$ cat src/rtl/seq_divider_pkg.sv
// Shared definitions for the signed sequential divider: state encoding and default width.
package seq_divider_pkg;

  localparam int DW_DEFAULT = 8;

  typedef enum logic [1:0] {
    ST_IDLE = 2'd0,
    ST_LOAD = 2'd1,
    ST_DIV  = 2'd2,
    ST_FIX  = 2'd3
  } state_e;

endpackage

$ cat src/rtl/seq_divider_twos_mag.sv
// Conditional two's-complement negate: yields -val when neg is set, val otherwise.
module twos_mag
  import seq_divider_pkg::*;
#(
  parameter int W = DW_DEFAULT
) (
  input  logic [W-1:0] val,
  input  logic         neg,
  output logic [W-1:0] mag
);

  // Negate on request; the same block serves absolute value and sign restore.
  always_comb begin
    mag = val;
    if (neg) begin
      mag = ~val + W'(1);
    end else begin
      mag = val;
    end
  end

endmodule

$ cat src/rtl/seq_divider.sv
// Signed restoring divider: 2*DW-bit dividend by DW-bit divisor, one quotient bit per cycle,
// truncating toward zero with overflow and divide-by-zero reporting.
module seq_divider
  import seq_divider_pkg::*;
#(
  parameter int DW = DW_DEFAULT
) (
  input  logic            clk,
  input  logic            rst,
  input  logic            go,
  input  logic [2*DW-1:0] dividend,
  input  logic [DW-1:0]   divisor,
  output logic            busy,
  output logic            done,
  output logic [DW-1:0]   quotient,
  output logic [DW-1:0]   remainder,
  output logic            ovf,
  output logic            dz
);

  localparam int CW = (DW > 1) ? $clog2(DW) : 1;
  localparam logic [CW-1:0] CNT_LAST = CW'(DW - 1);
  localparam logic [DW-1:0] QMAX_POS = {1'b0, {(DW-1){1'b1}}};
  localparam logic [DW-1:0] QMAX_NEG = {1'b1, {(DW-1){1'b0}}};

  state_e          state_r, state_nxt_s;
  logic [2*DW-1:0] dvd_r;
  logic [DW-1:0]   dvs_r;
  logic [DW-1:0]   rem_r, quo_r;
  logic [DW:0]     bmag_r;
  logic            q_neg_r, r_neg_r;
  logic [CW-1:0]   cnt_r;
  logic            busy_r, done_r, ovf_r, dz_r;
  logic [DW-1:0]   quotient_r, remainder_r;

  logic [2*DW-1:0] amag_s;
  logic [DW:0]     bmag_s;
  logic            dz_s, big_s, range_s;
  logic [DW:0]     shifted_s;
  logic [DW-1:0]   rem_sub_s;
  logic [DW-1:0]   qfix_s, rfix_s;

  twos_mag #(.W(2*DW)) u_mag_dvd (.val(dvd_r), .neg(dvd_r[2*DW-1]), .mag(amag_s));
  twos_mag #(.W(DW+1)) u_mag_dvs (.val({dvs_r[DW-1], dvs_r}), .neg(dvs_r[DW-1]), .mag(bmag_s));
  twos_mag #(.W(DW))   u_fix_quo (.val(quo_r), .neg(q_neg_r), .mag(qfix_s));
  twos_mag #(.W(DW))   u_fix_rem (.val(rem_r), .neg(r_neg_r), .mag(rfix_s));

  assign dz_s      = (dvs_r == {DW{1'b0}});
  // A high half already >= divisor means the quotient cannot fit in DW bits.
  assign big_s     = ({1'b0, amag_s[2*DW-1:DW]} >= bmag_s);
  assign range_s   = q_neg_r ? (quo_r > QMAX_NEG) : (quo_r > QMAX_POS);
  assign shifted_s = {rem_r, quo_r[DW-1]};
  assign rem_sub_s = DW'(shifted_s - bmag_r);

  assign busy      = busy_r;
  assign done      = done_r;
  assign quotient  = quotient_r;
  assign remainder = remainder_r;
  assign ovf       = ovf_r;
  assign dz        = dz_r;

  // State register.
  always_ff @(posedge clk) begin
    if (rst) begin
      state_r <= ST_IDLE;
    end else begin
      state_r <= state_nxt_s;
    end
  end

  // Next-state decode.
  always_comb begin
    state_nxt_s = state_r;
    case (state_r)
      ST_IDLE: begin
        if (go) state_nxt_s = ST_LOAD;
        else    state_nxt_s = ST_IDLE;
      end
      ST_LOAD: begin
        if (dz_s || big_s) state_nxt_s = ST_FIX;
        else               state_nxt_s = ST_DIV;
      end
      ST_DIV: begin
        if (cnt_r == CNT_LAST) state_nxt_s = ST_FIX;
        else                   state_nxt_s = ST_DIV;
      end
      ST_FIX:  state_nxt_s = ST_IDLE;
      default: state_nxt_s = ST_IDLE;
    endcase
  end

  // Datapath, iteration counter and registered outputs.
  always_ff @(posedge clk) begin
    if (rst) begin
      dvd_r       <= {(2*DW){1'b0}};
      dvs_r       <= {DW{1'b0}};
      rem_r       <= {DW{1'b0}};
      quo_r       <= {DW{1'b0}};
      bmag_r      <= {(DW+1){1'b0}};
      q_neg_r     <= 1'b0;
      r_neg_r     <= 1'b0;
      cnt_r       <= {CW{1'b0}};
      busy_r      <= 1'b0;
      done_r      <= 1'b0;
      ovf_r       <= 1'b0;
      dz_r        <= 1'b0;
      quotient_r  <= {DW{1'b0}};
      remainder_r <= {DW{1'b0}};
    end else begin
      done_r <= 1'b0;
      busy_r <= (state_nxt_s != ST_IDLE);
      case (state_r)
        ST_IDLE: begin
          if (go) begin
            dvd_r <= dividend;
            dvs_r <= divisor;
            ovf_r <= 1'b0;
            dz_r  <= 1'b0;
          end
        end
        ST_LOAD: begin
          rem_r   <= amag_s[2*DW-1:DW];
          quo_r   <= amag_s[DW-1:0];
          bmag_r  <= bmag_s;
          q_neg_r <= dvd_r[2*DW-1] ^ dvs_r[DW-1];
          r_neg_r <= dvd_r[2*DW-1];
          cnt_r   <= {CW{1'b0}};
          if (dz_s) begin
            dz_r  <= 1'b1;
            ovf_r <= 1'b1;
          end else if (big_s) begin
            ovf_r <= 1'b1;
          end
        end
        ST_DIV: begin
          if (shifted_s >= bmag_r) begin
            rem_r <= rem_sub_s;
            quo_r <= {quo_r[DW-2:0], 1'b1};
          end else begin
            rem_r <= shifted_s[DW-1:0];
            quo_r <= {quo_r[DW-2:0], 1'b0};
          end
          cnt_r <= (cnt_r == CNT_LAST) ? {CW{1'b0}} : cnt_r + CW'(1);
        end
        ST_FIX: begin
          done_r <= 1'b1;
          if (ovf_r || range_s) begin
            ovf_r       <= 1'b1;
            quotient_r  <= {DW{1'b0}};
            remainder_r <= {DW{1'b0}};
          end else begin
            quotient_r  <= qfix_s;
            remainder_r <= rfix_s;
          end
        end
        default: begin
          done_r <= 1'b0;
        end
      endcase
    end
  end

endmodule

$ cat config.mk
export PLATFORM = sky130hd
export DESIGN_NAME = seq_divider
export DESIGN_NICKNAME = d
export VERILOG_FILES = /design/src/rtl/seq_divider_pkg.sv /design/src/rtl/seq_divider_twos_mag.sv /design/src/rtl/seq_divider.sv
export SDC_FILE = /design/constraint.sdc
export NUM_CORES = 1
export LEC_CHECK = 0
export BUFFER_PORTS_ARGS = -buffer_cell sky130_fd_sc_hd__buf_2
export CORE_MARGIN = 5
export CORE_UTILIZATION = 64
export DETAILED_ROUTE_END_ITERATION = 10
export GPL_ROUTABILITY_DRIVEN = 0
export PLACE_DENSITY = 0.95
export SLEW_MARGIN = 30
export SYNTH_ARGS = -nofsm -noshare
export SYNTH_HDL_FRONTEND = slang
export SYNTH_SLANG_ARGS = --single-unit
$ cat constraint.sdc
create_clock -name clk -period 8.2 [get_ports clk]
set_input_delay 0.82 -clock clk [delete_from_list [all_inputs] [get_ports clk]]
set_output_delay 0.82 -clock clk [all_outputs]
set_load 0.005 [all_outputs]
=== Word-level counts from Yosys, hierarchy flattened ===
Cells that the tools add are included.

* Logic and storage cells: 74
* Register bits after elaboration: 76

* Bitwise logic cells: 5
* Reduce and logical (&&, ||, !) cells: 11
* Magnitude comparators: 4
* Add/sub/neg operators: 6
* Multiplexer cells: 25
* Equality and inequality tests: 8

{| class="wikitable"
|+ Operators by type and width
! kind !! count
|-
| two-way mux 8 bit || 5
|-
| one-hot mux 8 bit (2 select lines) || 2
|-
| adder 16 x 1 -> 16 bit (second input constant) || 1
|-
| adder 8 x 1 -> 8 bit (second input constant) || 2
|-
| two-way mux 16 bit || 1
|-
| inverter 16 bit || 1
|-
| inverter 8 bit || 2
|-
| two-way mux 1 bit || 11
|-
| adder 9 x 1 -> 9 bit (second input constant) || 1
|-
| >= comparator 8 x 9 -> 1 bit || 1
|-
| >= comparator 9 bit || 1
|-
| two-way mux 9 bit || 1
|-
| inverter 9 bit || 1
|-
| > comparator 8 x 7 -> 1 bit (second input constant) || 1
|-
| > comparator 8 bit (second input constant) || 1
|-
| logical NOT 8 bit || 1
|-
| one-hot mux 2 bit (4 select lines) || 1
|-
| subtractor 8 bit || 1
|-
| inequality test 2 bit (second input constant) || 3
|-
| one-hot mux 3 bit (2 select lines) || 1
|-
| nonzero test 2 bit || 3
|-
| equality test 2 bit (second input constant) || 2
|-
| AND reduction 4 bit || 1
|-
| adder 3 x 1 -> 3 bit (second input constant) || 1
|-
| 12 further kinds || 13
|}

=== Logic depth before layout (Yosys ltp) ===
Gate-level depths: netlist of the first run.

* Depth in word-level cells: 8
* Mapped depth: 12
* Mapped depth without buffers: 12

=== Modules after synthesis ===
From an unflattened synthesis of the first run, not the netlist that was laid out.

* Cells, all modules: 564
* Area, all modules: 4,575.6 µm²

{| class="wikitable"
|+ By module, submodules not included
! module !! times used !! area an instance (µm²) !! cells an instance !! seq. area each (µm²)
|-
| seq_divider || 1 || 3,718.6 || 449 || 1,521.5
|-
| twos_mag at u_fix_quo ... || 2 || 171.4 || 21 || 0.0
|-
| twos_mag at u_mag_dvd || 1 || 332.8 || 47 || 0.0
|-
| twos_mag at u_mag_dvs || 1 || 181.4 || 26 || 0.0
|}

=== Worst setup path before layout of the first run ===
No wires, ideal clock.

* Kind: register to register
* Start: register dvd_r[7]
* End: register ovf_r, in the netlist ovf
* Stages on the path, launching flop included: 11
* Required time: 8,066 ps
* Period minus slack after synthesis: 2,803 ps
* Arrival time: 2,670 ps
* Buffers on the path: 0
* Library setup time: 134 ps
* Slack: 5,397 ps
* Path through: dfxtp_1 or4_4 or4_4 o21ai_2 xnor2_1 ha_1 a21o_1 a221oi_1 o31ai_1 nor3b_1 nor4_1

* Word-level cells in the longest chain between the ends: 6

{| class="wikitable"
|+ RTL lines
! element !! RTL line !! text
|-
| from (decl) || seq_divider.sv:27 || <nowiki>logic [2*DW-1:0] dvd_r;</nowiki>
|-
| from (signal assigned) || seq_divider.sv:95 || <nowiki>dvd_r <= {(2*DW){1'b0}};</nowiki>
|-
| from (signal assigned) || seq_divider.sv:115 || <nowiki>dvd_r <= dividend;</nowiki>
|-
| inverter 16 bit || seq_divider_twos_mag.sv:16 || <nowiki>mag = ~val + W'(1);</nowiki>
|-
| adder 16 x 1 -> 16 bit || seq_divider_twos_mag.sv:16 ||
|-
| two-way mux 16 bit || seq_divider_twos_mag.sv:15 || <nowiki>if (neg) begin</nowiki>
|-
| >= comparator 8 x 9 -> 1 bit || seq_divider.sv:50 || <nowiki>assign big_s = ({1'b0, amag_s[2*DW-1:DW]} >= bmag_s);</nowiki>
|-
| inequality test 3 bit (no source line) || - ||
|-
| AND reduction 4 bit (no source line) || - ||
|-
| to (signal assigned) || seq_divider.sv:105 || <nowiki>ovf_r <= 1'b0;</nowiki>
|-
| to (signal assigned) || seq_divider.sv:117 || <nowiki>ovf_r <= 1'b0;</nowiki>
|-
| to (signal assigned) || seq_divider.sv:130 || <nowiki>ovf_r <= 1'b1;</nowiki>
|-
| to (decl) || seq_divider.sv:33 || <nowiki>logic busy_r, done_r, ovf_r, dz_r;</nowiki>
|}

No other way between the ends.
A chain may end at the register's enable or synchronous reset.

=== Worst setup path after layout of the first run ===
* Start: register dvd_r[2]
* End: register busy_r, in the netlist busy

* Word-level cells in the longest chain between the ends: 8

{| class="wikitable"
|+ RTL lines
! element !! RTL line !! text
|-
| inverter 16 bit || seq_divider_twos_mag.sv:16 ||
|-
| adder 16 x 1 -> 16 bit || seq_divider_twos_mag.sv:16 ||
|-
| two-way mux 16 bit || seq_divider_twos_mag.sv:15 ||
|-
| >= comparator 8 x 9 -> 1 bit || seq_divider.sv:50 ||
|-
| logical OR 1 bit || seq_divider.sv:80 || <nowiki>if (dz_s || big_s) state_nxt_s = ST_FIX;</nowiki>
|-
| two-way mux 1 bit || seq_divider.sv:80 ||
|-
| one-hot mux 2 bit (4 select lines) || seq_divider.sv:74 || <nowiki>case (state_r)</nowiki>
|-
| nonzero test 2 bit || seq_divider.sv:111 || <nowiki>busy_r <= (state_nxt_s != ST_IDLE);</nowiki>
|-
| to (signal assigned) || seq_divider.sv:111 ||
|-
| to (decl) || seq_divider.sv:33 ||
|}

No other way between the ends.

==> results of run 1 <==
-- routing by layer --
metal  track usage (%)  vias up  share of wire (%)
met5                 0        -                  0
met4              7.69        0                1.3
met3              5.69       17                7.5
met2              42.5      183                 48
met1              31.8     1873                 43
li1                  -     1964                  -
-- stage by stage --
step	power, mW	util (%)	area [um^2]
3_3_place_gp	1.34	68.3	4590
4_1_cts	1.71	71.5	4800
5_1_grt	1.85	71.5	4800
2_1_floorplan	1.21	-	4370
6_report	1.73	71.5	4800
3_5_place_dp	1.39	68.3	4590
-- cells by family (layout without fill, tap and decap cells) --
logic type | after synthesis | in the layout | share of synthesized area (%)
mux | 17 | 17 | 3.89
compound gates | 132 | 132 | 17.9
fa+ha+maj | 30 | 30 | 8.75
simple gates | 214 | 214 | 23.2
flops | 76 | 76 | 34.8
buf+inv | 51 | 87 | 4.92
xor+xnor | 33 | 33 | 6.61
-- registers in the layout, indices dropped and copies added (netlist names), 2 cells and up --
register   flops
dvd_r         16
bmag_r         9
state_r        2
quotient       8
remainder      8
dvs_r          8
rem_r          8
quo_r          8
cnt_r          3
-- power by group through the flow --
stage / clock network (mW) / logic (mW) / registers (mW)
final: 0.313 / 0.889 / 0.529
after global routing: 0.330 / 0.982 / 0.539
after CTS: 0.311 / 0.872 / 0.526
after detailed placement: 0 / 0.856 / 0.533
after global placement: 0 / 0.815 / 0.527
after floorplan: 0 / 0.713 / 0.502
-- cell usage after synthesis (3+ instances only) --
master,instances
a211oi_1,10
a21o_1,4
a21oi_1,63
buf_6,3
clkbuf_1,22
dfxtp_1,76
ha_1,29
inv_1,24
mux2i_1,17
nand2_1,82
nand2b_1,8
nand3_1,4
nand4_1,3
nor2_1,56
nor2b_1,24
nor3_1,12
nor4_1,4
o211ai_1,3
o21a_1,4
o21ai_0,19
o21ai_1,6
o31ai_1,12
or3_1,4
xnor2_1,25
xor2_1,8
-- worst min path at each step --
stage                        startpoint                       end  slack, ns  cells past startpoint
2_1_floorplan    bmag_r[8]$_SDFFE_PP0P_    bmag_r[8]$_SDFFE_PP0P_       0.42                      2
3_3_place_gp     bmag_r[8]$_SDFFE_PP0P_    bmag_r[8]$_SDFFE_PP0P_       0.44                      2
3_5_place_dp      cnt_r[1]$_SDFFE_PP0P_     cnt_r[1]$_SDFFE_PP0P_       0.46                      2
4_1_cts          bmag_r[8]$_SDFFE_PP0P_    bmag_r[8]$_SDFFE_PP0P_       0.47                      2
5_1_grt        quotient[5]$_SDFFE_PP0P_  quotient[5]$_SDFFE_PP0P_       0.50                      2
6_report         bmag_r[8]$_SDFFE_PP0P_    bmag_r[8]$_SDFFE_PP0P_       0.46                      2
-- layout make-up --
| class | instances | area, um^2 |
|---|---|---|
| multi-input combinational | 426 | 2640 |
| fill | 485 | 1910 |
| sequential | 76 | 1520 |
| timing repair buffer | 47 | 238 |
| clock buffer | 11 | 151 |
| tap | 80 | 100 |
| inverter | 24 | 90.1 |
| clock inverter | 5 | 66.3 |
-- critical path: stages, from the launching register on --
cell and delay, ns:
dfxtp_1 0.37, nor4_2 0.48, nand2_1 0.21, o41ai_1 0.36
xnor2_1 0.20, ha_1 0.30, a21o_1 0.18, a21o_1 0.16
a221oi_1 0.28, o31ai_1 0.17, o21ai_0 0.19, a21oi_1 0.09
==> run_results.csv, run 1 <==
group,metric,value,unit
status,status,"completed",
yosys,yosysSeqAreaShare,34.8,%
setup_path,endpoint_kind,"register",
setup_path,rr_worst_depth,11,
clock_tree,post_cts_buffers,0,
grt,antenna_found_initial,0,
floorplan,core-area,6720,um^2
routing,ant_nets,0,
floorplan,die_h,92.7,um
power_and_ir_drop,p_per_area,360,nW/um^2
yosys,ys_ff_latch,76,
clock_tree,postCtsResizedCells,0,
floorplan,die_x,92.7,um
timing,hold_viol,0,
yosys,synthesis.nets,610,
final_layout,antennaDiodeCount,0,
power_and_ir_drop,p_sw,772,uW
setup_path,crit_type,"reg -> reg",
yosys,synth_edf_count,0,
routing,vias,4037,
timing,fin_crit_sh,38.3,%
grt,grt_max_degree,78,
final_layout,area_growth,9.84,%
power_and_ir_drop,cellLeakagePower,1.99,nW
power_and_ir_drop,internal-power,960,uW
place,portBuffers,46,
routing,dr.first_iter.drc_count,555,
clock_tree,cts_inserted_buffers,9,
power_and_ir_drop,clock_power_share,18.1,%
timing,relSlewSlack,38.7,%
clock_tree,clock_path_buffers,2,
yosys,synth_flop_cell,"dfxtp_1",
routing,routed_wl,10.4,mm
final_layout,layout_commonest_cell,"nand2_1",
min_path,holdCritPathClass,"reg -> reg",
floorplan,std_cell_rows,30,
final_layout,fin_cells,669,
yosys,synth_area_per_cell,7.91,um^2
timing,timing.hold.ws,0.462,ns
clock_tree,cts_tree,"built",
timing,fin_worst_skew,0.00773,ns
setup_path,crit_path_start_kind,"register",
clock_tree,clock_latency,0.36,ns
timing,fin_setup_tns,0,ns
routing,post-route-drc-count,0,
clock_tree,holdBufCountCts,0,
grt,grt_pass1_vias,3858,
routing,routed_via_density,6.03,
place,dp_hpwl,7.08,mm
power_and_ir_drop,pwr-share-seq,30.6,%
timing,slew_violations,0,
place,dp_cells,653,
routing,wire_per_inst,15.6,um
yosys,yosysWarnings,0,
floorplan,initial_core_util,65.1,%
setup_path,required,8.41,ns
timing,tightest_slew,0.920,ns
yosys,netlist.area_leader.share,34.8,%
setup_path,arrival,3.35,ns
timing,period_minus_slack,3.14,ns
yosys,syn-cell-area,4370,um^2
floorplan,ioPinCount,47,
power_and_ir_drop,combPwrFrac,51.3,%
power_and_ir_drop,swShare,44.6,%
setup_path,endpoint,"busy$_SDFF_PP0_",
yosys,synth_area_leaders,"dfxtp_1 (35%), ha_1 (8.3%), a21oi_1 (7.2%)",
clock_tree,clock-root-buffer,"clkbuf_8",
grt,grt_pass1_wl,17.6,mm
setup_path,timing.rr.start,"dvd_r[2]$_SDFFE_PP0P_",
yosys,synth_top_area_cell,"dfxtp_1",
grt,overflow,0,
final_layout,most-common-layout-cells,"nand2_1 (82), dfxtp_1 (76), a21oi_1 (63)",
final_layout,nNetsFinal,641,
setup_path,reg2reg_to,"busy$_SDFF_PP0_",
yosys,synth_cell_type_count,49,
grt,track_usage,25.1,%
routing,dr.pass1.iters,6,
final_layout,drive_gt1_share,12.7,%
clock_tree,htreeDepth,3,
setup_path,critPathLaunch,"dvd_r[2]$_SDFFE_PP0P_",
power_and_ir_drop,vdd_ir_drop_max,0.000214,V
timing,max_freq,318,MHz
timing,rsz0062_at_grt,"false",
place,pre_cts_ws,5.18,ns
timing,fin_ws,5.06,ns
setup_path,path_max_fanout,6,
yosys,synth_cells,553,
clock_tree,clk_pin_slew,0.09,ns
clock_tree,clock_sinks,76,
timing,setup_violations,0,
yosys,synthArstFlopShare,0,%
job,cap_violations,0,
floorplan,die_area,8590,um^2
setup_path,rrSetupSlack,5.06,ns
Power figures use the tool's default switching activity.
==> run 2, diff against run 1 <==
Settings changed: CORE_UTILIZATION 64 to 53, PLACE_DENSITY 0.95 to 0.85.
Clock period 8.2 ns to 2.7 ns, I/O delays scaled along.
==> run_results.csv, run 2 (synthesized netlist as in run 1, its figures left out) <==
group,metric,value,unit
status,status,"finished, violations left",
status,violations,"negative setup slack",
timing,hold_viol,0,
setup_path,cp_slowest_stage_delay,0.54,ns
final_layout,layout_commonest_cell,"nand2_1",
setup_path,worstPathCellList,"or4_4 -> o41ai_2 -> xnor2_1 -> ha_1 -> a21o_1 -> a21o_1 -> a221oi_2 -> o31ai_2 -> nor3b_2 -> nor4_1",
final_layout,top_regs,"dvd_r (16), bmag_r (9)",
power_and_ir_drop,p_per_area,1070,nW/um^2
routing,wire_per_inst,15.2,um
final_layout,most-common-layout-cells,"nand2_1 (82), dfxtp_1 (73), a21oi_1 (63)",
timing,fin_crit_sh,107,%
setup_path,endpoint_kind,"register",
min_path,min_to,"dvs_r[4]$_SDFFE_PP0P_",
final_layout,nNetsFinal,675,
final_layout,largest_reg_flops,16,
clock_tree,cts_tree,"built",
routing,ant_nets,0,
timing,slew_violations,0,
final_layout,area_growth,17.9,%
timing,setup_violations,3,
final_layout,fin_cells,727,
timing,relSlewSlack,43.8,%
setup_path,crit_path_start_kind,"register",
grt,grt_pass1_vias,4092,
setup_path,arrival,3.09,ns
setup_path,timing.rr.start,"dvd_r[7]$_SDFFE_PP0P_",
min_path,hold_depth,3,
place,dp_hpwl,7.88,mm
routing,dr.first_iter.drc_count,383,
timing,tightest_slew,0.843,ns
timing,max_freq,348,MHz
place,dp_cells,708,
clock_tree,htreeDepth,3,
min_path,min_from,"divisor[4]",
final_layout,top_register,"dvd_r",
grt,track_usage,22.6,%
setup_path,required,2.91,ns
timing,period_minus_slack,2.88,ns
floorplan,std_cell_rows,33,
floorplan,die_area,10200,um^2
floorplan,die_h,101,um
grt,grt_max_degree,47,
clock_tree,clk_pin_slew,0.08,ns
timing,fin_worst_skew,0.00686,ns
floorplan,core-area,8130,um^2
clock_tree,clock_sinks,76,
setup_path,reg2reg_to,"ovf$_SDFFE_PP0P_",
final_layout,antennaDiodeCount,0,
routing,dr.pass1.iters,5,
job,cap_violations,0,
setup_path,crit_type,"reg -> reg",
clock_tree,holdBufCountCts,0,
routing,routed_via_density,5.68,
routing,post-route-drc-count,0,
clock_tree,cts_inserted_buffers,9,
floorplan,die_x,101,um
grt,grt_pass1_wl,18.6,mm
setup_path,rrSetupSlack,-0.18,ns
setup_path,worst_path_max_delay_cell,"or4_4",
clock_tree,clock-root-buffer,"clkbuf_8",
setup_path,crit_top_cell,"a21o_1",
final_layout,drive_gt1_share,19.3,%
final_layout,n_fill_cell,658,
floorplan,ioPinCount,47,
grt,overflow,0,
min_path,holdCritPathClass,"in -> reg",
routing,routed_wl,11.0,mm
setup_path,path_max_fanout,3,
setup_path,rr_worst_depth,10,
setup_path,critPathLaunch,"dvd_r[7]$_SDFFE_PP0P_",
grt,antenna_found_initial,0,
power_and_ir_drop,total_power,5.51,mW
clock_tree,clock_path_buffers,2,
power_and_ir_drop,cellLeakagePower,2.18,nW
power_and_ir_drop,vdd_ir_drop_max,0.000526,V
place,portBuffers,46,
clock_tree,clock_latency,0.35,ns
timing,rsz0062_at_grt,"true",
timing,fin_ws,-0.177,ns
routing,vias,4132,
timing,timing.hold.ws,0.149,ns
floorplan,initial_core_util,53.8,%
## run 2: cell types whose count changed in the layout (fill, tap and decap cells not counted), moves of 2 or more
| cell | delta |
|---|---|
| buf_4 | +34 |
| dfxtp_1 | -3 |
| clkinv_2 | +2 |
| inv_6 | -2 |
| o21ai_0 | -2 |
| dfxtp_2 | +3 |
| o31ai_1 | -2 |
## run 2: worst max path at each step
stage          slack, ns               end
2_1_floorplan      -0.06  ovf$_SDFFE_PP0P_
3_3_place_gp       -0.16  ovf$_SDFFE_PP0P_
3_5_place_dp       -0.20  ovf$_SDFFE_PP0P_
4_1_cts            -0.15  ovf$_SDFFE_PP0P_
5_1_grt            -0.34  ovf$_SDFFE_PP0P_
6_report           -0.18  ovf$_SDFFE_PP0P_
## run 2: per-layer routing
metal	vias to the layer above	track usage, %	share of wire, %
li1	2024	-	-
met1	1921	27.0	42
met2	152	39.1	49
met3	35	5.40	6.4
met4	0	8.60	2.8
met5	-	0	0
## run 2: final cells by class
cell class	count	area (um^2)	share of cell area, %
multi-input combinational	426	2720	52.7
sequential	76	1530	29.6
timing repair buffer	81	493	9.56
clock buffer	11	151	2.94
tap	105	131	2.55
inverter	24	90.1	1.75
clock inverter	4	48.8	0.946
## run 2: per-stage QoR
step           TNS [ns]  util (%)  setup WS [ns]  instance area, um^2
6_report         -0.449      63.4         -0.177                 5160
5_1_grt          -0.942      63.4         -0.335                 5160
4_1_cts          -0.272      62.9         -0.149                 5110
3_5_place_dp     -0.492      59.7         -0.197                 4860
3_3_place_gp     -0.364      59.7         -0.158                 4860
2_1_floorplan   -0.0832         -        -0.0603                 4390
## run 2: critical path: cells and delay by family, from the launching register on
family                     cells  cell delay [ns]
AOI/OAI and AO/OA              5             1.13
xor gates and xnor gates       1             0.20
adders and majority gates      1             0.30
DFF                            1             0.32
and+or+nand+nor                3             0.79
## run 2: report_power, final
| group | internal, mW | switching (mW) |
|---|---|---|
| logic | 1.30 | 1.75 |
| clock network | 0.471 | 0.415 |
| registers | 1.33 | 0.245 |
## run 2: repair_timing
item	4_1_cts	5_1_grt
hold endpoints to repair	0	0
buffers inserted	3	1
resized for setup	8	6
endpoints found under the setup margin	3	3
pin swaps	8	2
